`src/rtl/mem_responder.sv`:
```
// -----------------------------------------------------------------------------
// mem_responder
//   Memory-side responder for the CPU memory bus. Every rising edge the bus
//   command is decoded into a RAM access, an LED register write, a switch read
//   or a bus error. Read data comes back through a fixed-latency pipeline and
//   is flagged by a one-cycle r_valid pulse. The RAM (program/data store) and
//   the LED/switch I/O live here.
//
// Ports
//   clk       in   1   rising-edge clock
//   reset     in   1   asynchronous reset, active low
//   mem_cmd   in   2   bus command (MNONE / MREAD / MWRITE, 2'b11 is illegal)
//   mem_addr  in   9   word address
//   w_data    in   16  write data, qualified by MWRITE
//   r_data    out  16  read data; holds the last returned word between reads
//   r_valid   out  1   one-cycle pulse per completed read
//   sw        in   8   board switches, asynchronous to clk
//   led       out  8   LED register
//   err       out  1   sticky bus-error flag, cleared only by reset
//
// Address map
//   0x000..RAM_WORDS-1  RAM, read/write
//   0x100               LED register (write led<=w_data[7:0], read {8'h00,led})
//   0x140               switches, read-only ({8'h00,sw_sync})
//   anything else       unmapped: reads return zero, any access sets err
// -----------------------------------------------------------------------------
module mem_responder #(
   parameter int         RAM_WORDS = 256,   // 2..256
   parameter int         READ_LAT  = 1,     // 1..4
   parameter string      INIT_FILE = "",
   parameter logic [1:0] MNONE     = 2'b00,
   parameter logic [1:0] MREAD     = 2'b01,
   parameter logic [1:0] MWRITE    = 2'b10
) (
   input  logic        clk,
   input  logic        reset,
   input  logic [1:0]  mem_cmd,
   input  logic [8:0]  mem_addr,
   input  logic [15:0] w_data,
   output logic [15:0] r_data,
   output logic        r_valid,
   input  logic [7:0]  sw,
   output logic [7:0]  led,
   output logic        err
);

   localparam int         AW       = (RAM_WORDS > 1) ? $clog2(RAM_WORDS) : 1;
   localparam logic [9:0] RAM_LIM  = 10'(RAM_WORDS);
   localparam logic [8:0] LED_ADDR = 9'h100;
   localparam logic [8:0] SW_ADDR  = 9'h140;

   logic [15:0]         ram [RAM_WORDS];
   logic [7:0]          sw_meta;
   logic [7:0]          sw_sync;
   logic                is_rd;
   logic                is_wr;
   logic                bad_cmd;
   logic                hit_ram;
   logic                hit_led;
   logic                hit_sw;
   logic                err_set;
   logic                ram_we;
   logic [15:0]         rd_data_p0;
   logic [15:0]         data_pn [READ_LAT];
   logic [READ_LAT-1:0] vld_pn;

   // Command and address decode
   always_comb begin
      is_rd   = 1'b0;
      is_wr   = 1'b0;
      bad_cmd = 1'b0;
      case (mem_cmd)
         MNONE:   ;
         MREAD:   is_rd   = 1'b1;
         MWRITE:  is_wr   = 1'b1;
         default: bad_cmd = 1'b1;
      endcase
   end

   // Addresses 0x000..0x0FF above RAM_WORDS fall out of hit_ram and are unmapped.
   assign hit_ram = ({1'b0, mem_addr} < RAM_LIM);
   assign hit_led = (mem_addr == LED_ADDR);
   assign hit_sw  = (mem_addr == SW_ADDR);

   assign err_set = bad_cmd
                  | (is_wr & ~(hit_ram | hit_led))
                  | (is_rd & ~(hit_ram | hit_led | hit_sw));

   assign ram_we = is_wr & hit_ram;

   // Read data as seen at the command edge; unmapped reads return zero.
   // The RAM read is combinational, so a read one edge after a write
   // already sees the freshly written word.
   always_comb begin
      rd_data_p0 = 16'h0000;
      if (hit_ram) begin
         rd_data_p0 = ram[mem_addr[AW-1:0]];
      end else if (hit_led) begin
         rd_data_p0 = {8'h00, led};
      end else if (hit_sw) begin
         rd_data_p0 = {8'h00, sw_sync};
      end
   end

   // RAM has no reset so its contents survive a reset pulse; writes are
   // ignored while reset is held.
   always_ff @(posedge clk) begin
      if (reset && ram_we) begin
         ram[mem_addr[AW-1:0]] <= w_data;
      end
   end

   always_ff @(posedge clk or negedge reset) begin
      if (!reset) begin
         sw_meta <= '0;
         sw_sync <= '0;
         led     <= '0;
         err     <= 1'b0;
         vld_pn  <= '0;
         for (int k = 0; k < READ_LAT; k++) begin
            data_pn[k] <= '0;
         end
      end else begin
         sw_meta <= sw;
         sw_sync <= sw_meta;

         if (is_wr && hit_led) begin
            led <= w_data[7:0];
         end
         if (err_set) begin
            err <= 1'b1;
         end

         // p0 -> stage 0: capture decoded read data at the command edge
         vld_pn[0] <= is_rd;
         if (is_rd) begin
            data_pn[0] <= rd_data_p0;
         end

         // stage k-1 -> stage k: data only moves with a valid read, so the
         // last stage keeps the most recent returned word between reads
         for (int k = 1; k < READ_LAT; k++) begin
            vld_pn[k] <= vld_pn[k-1];
            if (vld_pn[k-1]) begin
               data_pn[k] <= data_pn[k-1];
            end
         end
      end
   end

   // last stage -> bus outputs
   assign r_valid = vld_pn[READ_LAT-1];
   assign r_data  = data_pn[READ_LAT-1];

endmodule

```
`config.mk`:
```
export PLATFORM = sky130hd
export DESIGN_NAME = mem_responder
export DESIGN_NICKNAME = d
export VERILOG_FILES = /design/src/rtl/mem_responder.sv
export SDC_FILE = /design/constraint.sdc
export NUM_CORES = 2
export LEC_CHECK = 0
export BUFFER_PORTS_ARGS = -buffer_cell sky130_fd_sc_hd__buf_2
export CAP_MARGIN = 20
export CORE_AREA = 3 3 1131 570
export CTS_CLUSTER_SIZE = 24
export DETAILED_ROUTE_END_ITERATION = 7
export DIE_AREA = 0 0 1134 573
export HOLD_SLACK_MARGIN = 0.1
export PLACE_DENSITY_LB_ADDON = 0.05
export SYNTH_ARGS = -nofsm -noshare
export SYNTH_HDL_FRONTEND = slang
export SYNTH_SLANG_ARGS = --single-unit
```
`constraint.sdc`:
```
create_clock -name clk -period 2.3 [get_ports clk]
set_input_delay 0.345 -clock clk [delete_from_list [all_inputs] [get_ports clk]]
set_output_delay 0.345 -clock clk [all_outputs]
set_load 0.02 [all_outputs]
```
==> flow_metrics.tcl <==
set metrics [dict create \
    clk_latency_ps 1020 \
    violations "negative setup slack" \
    final_util_pct 32.23 \
    synth.cell_area_mm2 0.1587 \
    p_sw_w 0.03772 \
    startpoint_type "flop" \
    avgSynthCellArea_um2 22.73 \
    syn_nets 7020 \
    fp.dieH_um 573 \
    seqPwrFrac_pct 50.4 \
    crit_chain "mux4_2, mux2i_4, buf_6, o32ai_4, nor4_4, nand3_4, o41ai_4, nand2_1" \
    fin_total_pwr_w 0.1648 \
    h-tree-depth 5 \
    cts.root.buffer_cell "clkbuf_16" \
    fin_crit_sh_pct 125.5 \
    min_path_type "input port to flop" \
    initial_core_util_pct 25.00 \
    gp_congestion 0.8329 \
    clk_pin_slew_worst_paths_ps 70 \
    r2r_end "r_data[11]" \
    grt_pass1_vias 86550 \
    drt-initial-drc-count 10010 \
    r2r_slack_ps -590 \
    synth_top_area_share_pct 77.50 \
    drive_gt1_share_pct 42.53 \
    ir_drop_v 0.0006275 \
    p_int_w 0.1271 \
    first_pass_iters 6 \
    fin_ws_ps -586.2 \
    fmax_mhz 346.5 \
    synth_area_leaders "edfxtp_1, mux4_2, mux2i_1" \
    status "complete, but fails checks" \
    drv_slew 0 \
    syn2layout_area_growth_pct 28.93 \
    cap_viol_max_count 0 \
    cts_tree "built" \
    reg2reg_depth 8 \
    async_flop_share_pct 1.015 \
    clockBufferDepth 5 \
    dieArea_mm2 0.6498 \
    syn_inst 6983 \
    worst_pin_slew_ps 1100 \
    cts-buffers-inserted 430 \
    rsz0062_at_grt "true" \
    ys_types 63 \
    ys_warn_count 0 \
    ys.flop_type "edfxtp_1" \
    final_antenna_net_count 0 \
    slowest_stage "nor4_4" \
    dr_total_vias 83840 \
    layout.nets 8723 \
    portBuffers 62 \
    finalCriticalPeriod_ps 2886 \
    arrival_ps 3800 \
    die_w_mm 1.134 \
    pwr-share-clk_pct 42.6 \
    synth_edf_count 4096 \
    numClockSinks 4138 \
    synth-seq-cells 4138 \
    finalSetupViolations 15 \
    relSlewSlack_pct 26.45 \
    core_area_mm2 0.6348 \
    synth_seq_area_share_pct 78.16 \
    grt_overflow 0 \
    antenna_found_initial 89 \
    path_delay_family "simple AND/OR/NAND/NOR gates" \
    grt_usage_pct 19.74 \
    swShare_pct 22.89 \
    cp_max_fo 1 \
    drt-total-wl_mm 651.7 \
    yosysTopAreaCell "edfxtp_1" \
    num_rows 207 \
    critPathBufInv 1 \
    holdWs_ps 185.8 \
    pin_count 63 \
    rr_startpoint "ram[68][11]" \
    cp_slowest_stage_delay_ps 590 \
    drc 0 \
    hold_end "r_data[2]" \
    leakagePower_nw 64.81 \
    power_density_mw_per_mm2 805.6 \
    grt_start_max_net_pins 95 \
    path_class "flop to flop" \
    grt_pass1_wl_mm 858.5 \
    required_ps 3210 \
    routedWlPerCell_um 37.24 \
    fin_skew_ps 44.51 \
    crit_path_end_kind "flop" \
    hold_viol_final 0 \
    hpwl_mm 449.8 \
    comb_power_share_pct 7.1 \
    hold_path_depth 6 \
    avgViaCountPerCell 4.790 \
    hold_start "mem_addr[7]" \
]
[final cells by class]
type / instances / area (µm²)
Antenna cell: 26 / 65.06
Clock buffer: 510 / 11190
Clock inverter: 249 / 2480
Fill cell: 59940 / 430200
Inverter: 8 / 45.04
Multi-Input combinational cell: 2441 / 36130
Sequential cell: 4138 / 124100
Tap cell: 8464 / 10590
Timing Repair Buffer: 1667 / 20070
[kinds of logic after synthesis]
kind of cell,Yosys count,synth area share [%]
compound gates,434,1.927
simple gates,659,1.781
flops,4138,78.16
mux,1348,16.85
buf+inv,404,1.285
[synthesized netlist by cell type, types with 4 or more instances]
| master | instances |
|---|---|
| buf_6 | 11 |
| mux2_2 | 34 |
| nand4_1 | 13 |
| o21ai_0 | 50 |
| a221oi_1 | 39 |
| buf_2 | 181 |
| o22ai_1 | 48 |
| dfrtp_1 | 42 |
| nor2b_1 | 14 |
| clkbuf_1 | 120 |
| o221ai_1 | 4 |
| and2_1 | 6 |
| a221o_1 | 4 |
| buf_4 | 57 |
| nor2_1 | 317 |
| nor4_1 | 15 |
| inv_1 | 4 |
| a22oi_1 | 86 |
| a31oi_1 | 11 |
| nand2b_1 | 8 |
| a22o_1 | 12 |
| a32oi_1 | 6 |
| nand2_1 | 169 |
| o311ai_0 | 4 |
| o32ai_1 | 22 |
| a2111oi_0 | 10 |
| a21oi_1 | 68 |
| and3_1 | 5 |
| a311oi_1 | 6 |
| buf_1 | 27 |
| mux2i_1 | 259 |
| edfxtp_1 | 4096 |
| nor3_1 | 28 |
| nand3_1 | 66 |
| o31ai_1 | 6 |
| a211oi_1 | 27 |
| o211ai_1 | 7 |
| o2111ai_1 | 5 |
| a311o_1 | 4 |
| mux4_2 | 1055 |
[worst max-delay path by stage]
stage / slack, ps / endpoint / startpoint / depth (start not counted)
floorplan: -260 / ram[192][0] / mem_addr[3] / 10
global placement: -3000 / r_data[3] / mem_addr[0] / 12
detailed placement: -2460 / r_data[11] / mem_addr[1] / 12
CTS: -620 / r_data[8] / ram[82][8] / 8
global route: -580 / r_data[11] / ram[68][11] / 8
finish: -590 / r_data[11] / ram[68][11] / 8
[repair_timing]
action	4_1_cts	5_1_grt
hold endpoints to repair	2633	1
hold buffers	42	1
setup endpoints to repair	18	20
gates cloned	0	0
gates resized for setup	232	91
pin swaps	54	37
setup buffers	7	0
[stage by stage]
stage | setup WS (ps) | std cells | TNS (ps) | instance area [µm²]
floorplan | -261.8 | 6983 | -826160 | 161200
global placement | -2995 | 16670 | -3303250 | 188700
detailed placement | -2459 | 16680 | -3400920 | 188800
CTS | -622.6 | 17480 | -3982 | 204000
global route | -577.4 | 17480 | -4445 | 204600
finish | -586.2 | 17500 | -3391 | 204600
[layout by cell type, fill, tap and decap left out, types with 12 or more instances in the layout]
master	count
a211oi_1	16
a21oi_1	50
a221oi_1	32
a22oi_1	68
a22oi_2	18
buf_12	579
buf_2	40
buf_4	951
buf_6	33
buf_8	19
bufinv_16	47
clkbuf_1	74
clkbuf_16	437
clkinv_1	83
clkinv_2	87
clkinvlp_4	19
dfrtp_1	40
diode_2	26
dlygate4sd3_1	43
edfxtp_1	4096
mux2_2	33
mux2i_1	215
mux2i_2	21
mux2i_4	23
mux4_2	1055
nand2_1	139
nand2_2	15
nand3_1	55
nand4_1	13
nor2_1	44
nor2_2	82
nor2_4	191
o21ai_0	37
o22ai_1	30
o22ai_4	12
o32ai_1	19
[power by group through the flow]
stage	Combinational, W	Sequential [W]	Clock [W]
2_1_floorplan	0.00393	0.0846	0
3_3_place_gp	0.0113	0.0846	0
3_5_place_dp	0.0114	0.0846	0
4_1_cts	0.0117	0.0830	0.0724
5_1_grt	0.0121	0.0830	0.0753
6_report	0.0116	0.0830	0.0702
[worst min-delay path, stage by stage]
cell and delay (ps):
buf_4 180, nor2b_2 190, buf_4 140, nand3_4 70, a41o_1 150, nand3_1 70
[state kept, by name, indices dropped and copies added, names as in the netlist]
name / cells
err: 1
led: 8
r_data: 16
r_valid: 1
ram: 4096
sw_meta: 8
sw_sync: 8
[per-layer routing]
layer  vias up  global-route usage (%)  part of all wire, %
li1      33330                       -                    -
met1     47040                   30.06                   48
met2      2787                   29.66                   44
met3       673                   3.225                  5.9
met4         2                   4.145                  2.3
met5         -                       0               0.0020
No activity file was read; power rests on OpenSTA's default activity.
